--- src/rtl/polygon_hit_tester_pkg.sv ---
// Shared widths, form encodings and the sideband record that travels with each
// pixel through the polygon hit test pipeline.
package polygon_hit_tester_pkg;

  localparam int COORD_W     = 10;
  localparam int COLOR_W     = 9;
  localparam int EDGE_W      = 23;
  localparam int DELTA_W     = COORD_W + 1;
  localparam int NUM_EDGES   = 4;
  localparam int HIT_LATENCY = 3;

  localparam logic FORM_SQUARE   = 1'b0;
  localparam logic FORM_TRIANGLE = 1'b1;

  typedef struct packed {
    logic               bubble;
    logic               form;
    logic [COLOR_W-1:0] color;
    logic [COORD_W-1:0] pixel_x;
    logic [COORD_W-1:0] pixel_y;
  } sideband_t;

  // A cleared slot is an empty (bubble) slot.
  localparam sideband_t SIDEBAND_RESET =
    sideband_t'({1'b1, {(1 + COLOR_W + 2 * COORD_W){1'b0}}});

endpackage

--- src/rtl/polygon_hit_tester_edge.sv ---
// One polygon edge: stage 1 registers the edge/pixel deltas, stage 2 registers
// the full-precision edge function dx*py - dy*px.
module edge_function
  import polygon_hit_tester_pkg::*;
(
  input  logic                     clk,
  input  logic                     reset,
  input  logic                     stall,
  input  logic [COORD_W-1:0]       xa,
  input  logic [COORD_W-1:0]       ya,
  input  logic [COORD_W-1:0]       xb,
  input  logic [COORD_W-1:0]       yb,
  input  logic [COORD_W-1:0]       pixel_x,
  input  logic [COORD_W-1:0]       pixel_y,
  output logic signed [EDGE_W-1:0] edge_value
);

  logic signed [DELTA_W-1:0]   dx_reg, dy_reg, px_reg, py_reg;
  logic signed [2*DELTA_W-1:0] prod_a, prod_b;
  logic signed [EDGE_W-1:0]    edge_value_reg;

  function automatic logic signed [DELTA_W-1:0] delta(input logic [COORD_W-1:0] b,
                                                      input logic [COORD_W-1:0] a);
    return $signed({1'b0, b}) - $signed({1'b0, a});
  endfunction

  always_ff @(posedge clk) begin
    if (reset) begin
      dx_reg <= '0;
      dy_reg <= '0;
      px_reg <= '0;
      py_reg <= '0;
    end else if (!stall) begin
      dx_reg <= delta(xb, xa);
      dy_reg <= delta(yb, ya);
      px_reg <= delta(pixel_x, xa);
      py_reg <= delta(pixel_y, ya);
    end
  end

  assign prod_a = dx_reg * py_reg;
  assign prod_b = dy_reg * px_reg;

  // Sign-extend both products by one bit so the difference cannot overflow.
  always_ff @(posedge clk) begin
    if (reset) begin
      edge_value_reg <= '0;
    end else if (!stall) begin
      edge_value_reg <= $signed({prod_a[2*DELTA_W-1], prod_a})
                      - $signed({prod_b[2*DELTA_W-1], prod_b});
    end
  end

  assign edge_value = edge_value_reg;

endmodule

--- src/rtl/polygon_hit_tester.sv ---
// Three-stage pixel-in-polygon test for squares and triangles using the signs
// of the per-edge functions; accepts either winding, edges inclusive.
module polygon_hit_tester
  import polygon_hit_tester_pkg::*;
(
  input  logic               clk,
  input  logic               reset,
  input  logic               stall,
  input  logic               st3_bubble,
  input  logic [COLOR_W-1:0] st3_color,
  input  logic [COORD_W-1:0] st3_pixel_x,
  input  logic [COORD_W-1:0] st3_pixel_y,
  input  logic [COORD_W-1:0] v1_x,
  input  logic [COORD_W-1:0] v1_y,
  input  logic [COORD_W-1:0] v2_x,
  input  logic [COORD_W-1:0] v2_y,
  input  logic [COORD_W-1:0] v3_x,
  input  logic [COORD_W-1:0] v3_y,
  input  logic [COORD_W-1:0] v4_x,
  input  logic [COORD_W-1:0] v4_y,
  input  logic               form,
  output logic               out_hit,
  output logic [COLOR_W-1:0] out_color,
  output logic [COORD_W-1:0] out_pixel_x,
  output logic [COORD_W-1:0] out_pixel_y,
  output logic               out_bubble
);

  logic [COORD_W-1:0]       vx [NUM_EDGES];
  logic [COORD_W-1:0]       vy [NUM_EDGES];
  logic signed [EDGE_W-1:0] edge_value [NUM_EDGES];
  logic [NUM_EDGES-1:0]     edge_neg, edge_pos, edge_active;
  logic                     all_nonneg, all_nonpos, hit_next;
  sideband_t                sb_in, sb1_reg, sb2_reg;

  logic               out_hit_reg;
  logic [COLOR_W-1:0] out_color_reg;
  logic [COORD_W-1:0] out_pixel_x_reg, out_pixel_y_reg;
  logic               out_bubble_reg;

  assign vx[0] = v1_x;
  assign vy[0] = v1_y;
  assign vx[1] = v2_x;
  assign vy[1] = v2_y;
  assign vx[2] = v3_x;
  assign vy[2] = v3_y;
  assign vx[3] = v4_x;
  assign vy[3] = v4_y;

  generate
    for (genvar gi = 0; gi < NUM_EDGES; gi++) begin : g_edge
      localparam int NEXT = (gi + 1) % NUM_EDGES;
      logic [COORD_W-1:0] xb, yb;

      // Edge V3 closes back to V1 for a triangle; the V4V1 edge is then masked.
      if (gi == 2) begin : g_closing
        assign xb = (form == FORM_TRIANGLE) ? vx[0] : vx[3];
        assign yb = (form == FORM_TRIANGLE) ? vy[0] : vy[3];
      end else begin : g_plain
        assign xb = vx[NEXT];
        assign yb = vy[NEXT];
      end

      edge_function u_edge (
        .clk        (clk),
        .reset      (reset),
        .stall      (stall),
        .xa         (vx[gi]),
        .ya         (vy[gi]),
        .xb         (xb),
        .yb         (yb),
        .pixel_x    (st3_pixel_x),
        .pixel_y    (st3_pixel_y),
        .edge_value (edge_value[gi])
      );

      assign edge_neg[gi]    = edge_value[gi][EDGE_W-1];
      assign edge_pos[gi]    = !edge_value[gi][EDGE_W-1] && (edge_value[gi] != '0);
      assign edge_active[gi] = (gi < 3) || (sb2_reg.form == FORM_SQUARE);
    end
  endgenerate

  assign sb_in = '{bubble: st3_bubble, form: form, color: st3_color,
                   pixel_x: st3_pixel_x, pixel_y: st3_pixel_y};

  always_ff @(posedge clk) begin
    if (reset) begin
      sb1_reg <= SIDEBAND_RESET;
      sb2_reg <= SIDEBAND_RESET;
    end else if (!stall) begin
      sb1_reg <= sb_in;
      sb2_reg <= sb1_reg;
    end
  end

  // Both flags set means every active edge is zero: a degenerate polygon.
  always_comb begin
    all_nonneg = &(~edge_neg | ~edge_active);
    all_nonpos = &(~edge_pos | ~edge_active);
    hit_next   = (all_nonneg ^ all_nonpos) && !sb2_reg.bubble;
  end

  always_ff @(posedge clk) begin
    if (reset) begin
      out_hit_reg     <= 1'b0;
      out_color_reg   <= '0;
      out_pixel_x_reg <= '0;
      out_pixel_y_reg <= '0;
      out_bubble_reg  <= 1'b1;
    end else if (!stall) begin
      out_hit_reg     <= hit_next;
      out_color_reg   <= hit_next ? sb2_reg.color : '0;
      out_pixel_x_reg <= sb2_reg.pixel_x;
      out_pixel_y_reg <= sb2_reg.pixel_y;
      out_bubble_reg  <= sb2_reg.bubble;
    end
  end

  assign out_hit     = out_hit_reg;
  assign out_color   = out_color_reg;
  assign out_pixel_x = out_pixel_x_reg;
  assign out_pixel_y = out_pixel_y_reg;
  assign out_bubble  = out_bubble_reg;

endmodule

--- config.mk ---
export PLATFORM = sky130hd
export DESIGN_NAME = polygon_hit_tester
export DESIGN_NICKNAME = d
export VERILOG_FILES = /design/src/rtl/polygon_hit_tester_pkg.sv /design/src/rtl/polygon_hit_tester_edge.sv /design/src/rtl/polygon_hit_tester.sv
export SDC_FILE = /design/constraint.sdc
export NUM_CORES = 2
export LEC_CHECK = 0
export CORE_UTILIZATION = 30
export DETAILED_ROUTE_END_ITERATION = 6
export HOLD_SLACK_MARGIN = 0.02
export SLEW_MARGIN = 20
export SYNTH_ARGS = -nofsm -noshare
export SYNTH_HDL_FRONTEND = slang
export SYNTH_SLANG_ARGS = --single-unit
export TNS_END_PERCENT = 10
--- constraint.sdc ---
create_clock -name clk -period 18.3 [get_ports clk]
set_input_delay 3.66 -clock clk [delete_from_list [all_inputs] [get_ports clk]]
set_output_delay 3.66 -clock clk [all_outputs]
set_load 0.01 [all_outputs]
== After elaboration in Yosys (flattened, before gate mapping) ==
Index checks and enable logic that the tools add are counted.

* Flip-flop bits (word level): 361
* Bits of input ports: 114
* Output and inout port bits: 31
* Logic and storage cells: 89

* $add $sub $neg: 20
* Multipliers: 8
* Mux-type cells: 3
* Bitwise operators: 7
* Reduce and logical (&&, ||, !) cells: 16

{| class="wikitable"
|+ Operators with widths
! cell !! count
|-
| 11-bit by 11-bit multiplier with 22-bit output || 8
|-
| 10-bit by 10-bit subtractor with 11-bit output || 16
|-
| 23-bit nonzero test || 4
|-
| 22-bit by 22-bit subtractor with 23-bit output || 4
|-
| 10-bit two-way mux || 2
|-
| 4-bit inverter || 3
|-
| 9-bit two-way mux || 1
|-
| 4-bit bitwise OR || 2
|-
| 4-bit AND reduction || 2
|-
| 1-bit logical AND || 5
|-
| 1-bit zero test || 5
|-
| 1-bit inverter || 1
|-
| 1-bit XOR || 1
|}

== Longest topological paths before layout ==
* Word-level depth: 8
* Depth in mapped cells: 26
* Depth with buffers taken out: 25

== Hierarchy ==
From an unflattened synthesis, not the netlist that was laid out.

* Cell total of the unflattened synthesis: 6685
* Area, all modules: 59732.3 um^2

{| class="wikitable"
|+ Modules (own cells, without submodules)
! module !! times used !! cells an instance !! area each (um^2) !! seq. area each (um^2)
|-
| edge_function (g_edge[1].u_edge ...) || 2 || 1591 || 14037.2 || 1341.3
|-
| edge_function (g_edge[0].u_edge) || 1 || 1591 || 14067.2 || 1341.3
|-
| edge_function (g_edge[3].u_edge) || 1 || 1564 || 13895.8 || 1341.3
|-
| polygon_hit_tester || 1 || 348 || 3694.8 || 1861.8
|}

== Worst setup path after synthesis ==
Ideal clock, no wire load.

* Kind: register to register
* Start: reg g_edge[1].u_edge.dx_reg[10]
* End: reg g_edge[1].u_edge.edge_value_reg[22]
* Library setup time: 0.122 ns
* Arrival: 6.414 ns
* Required time: 18.178 ns
* Path slack: 11.764 ns
* Cell stages (with the launch flop): 24
* Path buffers: 1
* Period minus slack after synthesis: 6.536 ns
* Cell sequence: dfxtp_1 -> clkbuf_1 -> nand2_1 -> fa_1 -> inv_1 -> fa_1 -> inv_1 -> fa_1 -> inv_1 -> fa_1 -> fa_1 -> fa_1 -> inv_1 -> fa_1 -> inv_1 -> ha_1 -> and2_1 -> a22o_1 -> or2_2 -> a31oi_1 -> a21oi_1 -> nor3_1 -> nor3_1 -> a311o_1

* Longest elaborated chain between the ends: 2

{| class="wikitable"
|+ RTL lines
! element !! RTL line !! text
|-
| start: declaration || polygon_hit_tester_edge.sv:18 || <nowiki>logic signed [DELTA_W-1:0] dx_reg, dy_reg, px_reg, py_reg;</nowiki>
|-
| start signal: assignment || polygon_hit_tester_edge.sv:34 || <nowiki>dx_reg <= delta(xb, xa);</nowiki>
|-
| 11-bit by 11-bit multiplier with 22-bit output || polygon_hit_tester_edge.sv:41 || <nowiki>assign prod_a = dx_reg * py_reg;</nowiki>
|-
| 22-bit by 22-bit subtractor with 23-bit output || polygon_hit_tester_edge.sv:50 || <nowiki>- $signed({prod_b[2*DELTA_W-1], prod_b});</nowiki>
|-
| end signal: assignment || polygon_hit_tester_edge.sv:49 || <nowiki>edge_value_reg <= $signed({prod_a[2*DELTA_W-1], prod_a})</nowiki>
|-
| end: declaration || polygon_hit_tester_edge.sv:20 || <nowiki>logic signed [EDGE_W-1:0] edge_value_reg;</nowiki>
|}

Every way passes these cells.
A chain may end at the register's enable or synchronous reset.

==> results.json <==
{
  "start_util_pct": 30.3,
  "clock_power_share_pct": 7.9,
  "cts_buffers": 48,
  "synth_seq_cells": 361,
  "ant_nets": 0,
  "layout_common_cells": "inv_1, fa_1, and2_1",
  "wl_mm": 170,
  "cts_setup_buffers": 0,
  "grt_max_degree": 190,
  "cp_slowest_cell": "buf_4",
  "setup-tns-final_ns": 0,
  "portBuffers": 144,
  "finalCoreUtilization_pct": 33.0,
  "dp_cells": 9272,
  "ys_types": 65,
  "die_y_um": 449,
  "combinationalPowerShare_pct": 82.8,
  "critPathKind": "input pin to flip-flop",
  "via_count": 44400,
  "syn_area_sq_mm": 0.0598,
  "worst_slew_pin_slew_ns": 1.14,
  "required_ns": 18.83,
  "crit_family": "buffers and inverters",
  "cpMostUsedCell": "buf_4",
  "grt_usage_pct": 17.1,
  "clk_path_buf_depth": 3,
  "multi_input_area_sq_mm": 0.0458,
  "core-area_sq_mm": 0.198,
  "swShare_pct": 51.8,
  "synth_area_leaders": "fa_1, dfxtp_1, ha_1, inv_1, and2_1",
  "grt_pass1_wl_mm": 269,
  "switchingPower_mw": 6.34,
  "drive_gt1_share_pct": 1.74,
  "synthToLayoutAreaGrowth_pct": 9.04,
  "final_common_cell": "inv_1",
  "synth_flop_cell": "dfxtp_1",
  "ios": 145,
  "row_count": 163,
  "hpwl_mm": 141,
  "grt_pass1_vias": 47400,
  "netlist_instances": 6780,
  "slew_headroom_pct": 23.8,
  "final-hold-violation-count": 0,
  "gpl.final_weighted_congestion": 0.915,
  "dieArea_sq_mm": 0.201,
  "status": "completed",
  "period_minus_slack_ns": 7.64,
  "cts_tree": "built",
  "cts_hold_repair.buffers": 0,
  "htree_levels": 2,
  "p_leak_nw": 30.1,
  "crit_path_start": "stall",
  "drc": 0,
  "synth_warnings": 0,
  "vias_per_cell": 4.74,
  "clkSinkCount": 361,
  "finalMaxSlewViolations": 0,
  "holdWs_ns": 0.454,
  "yosysTopAreaCell": "fa_1",
  "gr-total-overflow": 0,
  "fmax_mhz": 131,
  "cellPowerDensity_mw_per_mm2": 188,
  "synth_top_area_share_pct": 37.4,
  "drt-pass1-iter-count": 5,
  "grt_setup_unrepaired": "no",
  "cts_resized": 0,
  "root_buffer": "clkbuf_16",
  "seq_power_share_pct": 9.2,
  "clk_latency_ns": 0.66,
  "clk_pin_slew_ns": 0.06,
  "syn_area_per_cell_sq_um": 8.82,
  "wl_per_cell_um": 18.1,
  "crit_path_cell_trace": "buf_8 > buf_12 > buf_4 > buf_4 > buf_4 > a2111oi_0 > a311o_1",
  "nFillCells": 20300,
  "period_share_pct": 41.7,
  "synth.net_count": 8502,
  "critical_path.max_stage_delay_ns": 0.88,
  "fin_skew_ns": 0.0499,
  "synth-edff-count": 0,
  "crit_arrival_ns": 8.17,
  "setup_viol": 0,
  "seq_area_sq_mm": 0.00723,
  "min_from": "g_edge[0].u_edge.edge_value[7]",
  "finalNetCount": 8405,
  "min-delay-path-class": "flip-flop to flip-flop",
  "maxCapViolations": 0,
  "crit_buf_inv": 5,
  "startpoint_type": "input pin",
  "largest_reg_flops": 92,
  "seq_area_frac_synth_pct": 12.1,
  "internal_power_mw": 5.91,
  "dieWidth_um": 449,
  "grt_antenna_before_repair": 15,
  "reg2reg_from": "g_edge[3].u_edge.dy_reg[10]",
  "drtIter0Drc": 3030,
  "peakVddDrop_mv": 0.192,
  "critPathMaxFanout": 189,
  "crit_path_end_kind": "flip-flop",
  "layout.cells.non_filler": 9372,
  "async_reset_ff_share_pct": 0
}
[path summary, 6_finish.rpt]
path                            depth (start not counted)  slack (ns)                               to
worst max-delay path                                    7       10.66       g_edge[3].u_edge.py_reg[8]
worst min-delay path                                    2        0.45   g_edge[0].u_edge.edge_value[7]
worst max register to register                         21       10.98  g_edge[3].u_edge.edge_value[22]
worst min register to register                          2        0.45   g_edge[0].u_edge.edge_value[7]
[tightest hold or removal path, stage by stage, from the launching register on]
cell and delay, ns:
dfxtp_1 0.30, nand2_1 0.06, a21oi_1 0.05
[cells in the mapped netlist, types with 50 or more instances]
master,number
inv_1,1499
fa_1,1116
and2_1,612
nand2_1,555
ha_1,492
nor2_1,427
dfxtp_1,361
clkbuf_1,287
a21oi_1,168
o21ai_0,135
mux2i_1,111
xnor2_1,102
nor3_1,86
nor2b_1,76
nand3_1,73
o31a_1,50
[final cells by class]
type                       instances  share of cell area (%)
antenna                           11                  0.0422
clock buffer                      69                    2.15
clock inverter                    19                   0.313
inverter                        1499                    8.64
multi-input combinational       4607                    70.2
sequential                       361                    11.1
tap                             2640                    5.07
timing repair buffer             166                    2.50
[metrics by stage]
step / power (mW) / setup slack, ns / instance area, sq um
detailed placement: 11.3 / 10.13 / 63600
floorplan: 8.78 / 11.76 / 59800
CTS: 12.3 / 10.81 / 65200
global placement: 11.1 / 10.24 / 63600
finish: 12.2 / 10.66 / 65200
global route: 13.7 / 10.40 / 65200
[power by group through the flow]
stage / clock network (mW) / logic, mW / registers (mW)
after detailed placement: 0 / 10.1 / 1.14
final: 0.973 / 10.1 / 1.13
after global routing: 1.02 / 11.5 / 1.14
after CTS: 0.997 / 10.2 / 1.12
after global placement: 0 / 9.95 / 1.14
after floorplan: 0 / 7.80 / 0.981
[kinds of logic (layout without fill, tap and decap cells)]
kind of cell	count (synthesis)	after routing	synth area share, %
compound gates	728	728	8.11
xor+xnor	138	138	2.02
fa+ha+maj	1608	1608	47.6
buf+inv	1812	1753	11.4
flops	361	361	12.1
mux	111	111	1.86
other cells	0	11	0
simple gates	2022	2022	16.9
[routing by layer]
metal	track usage [%]	up-vias	share of wire, %
met5	0	-	0
met4	7.73	0	5.2
met3	2.08	285	4.9
met2	29.6	1052	48
met1	21.2	22400	42
li1	-	20600	-
No activity file was read; power rests on OpenSTA's default activity.
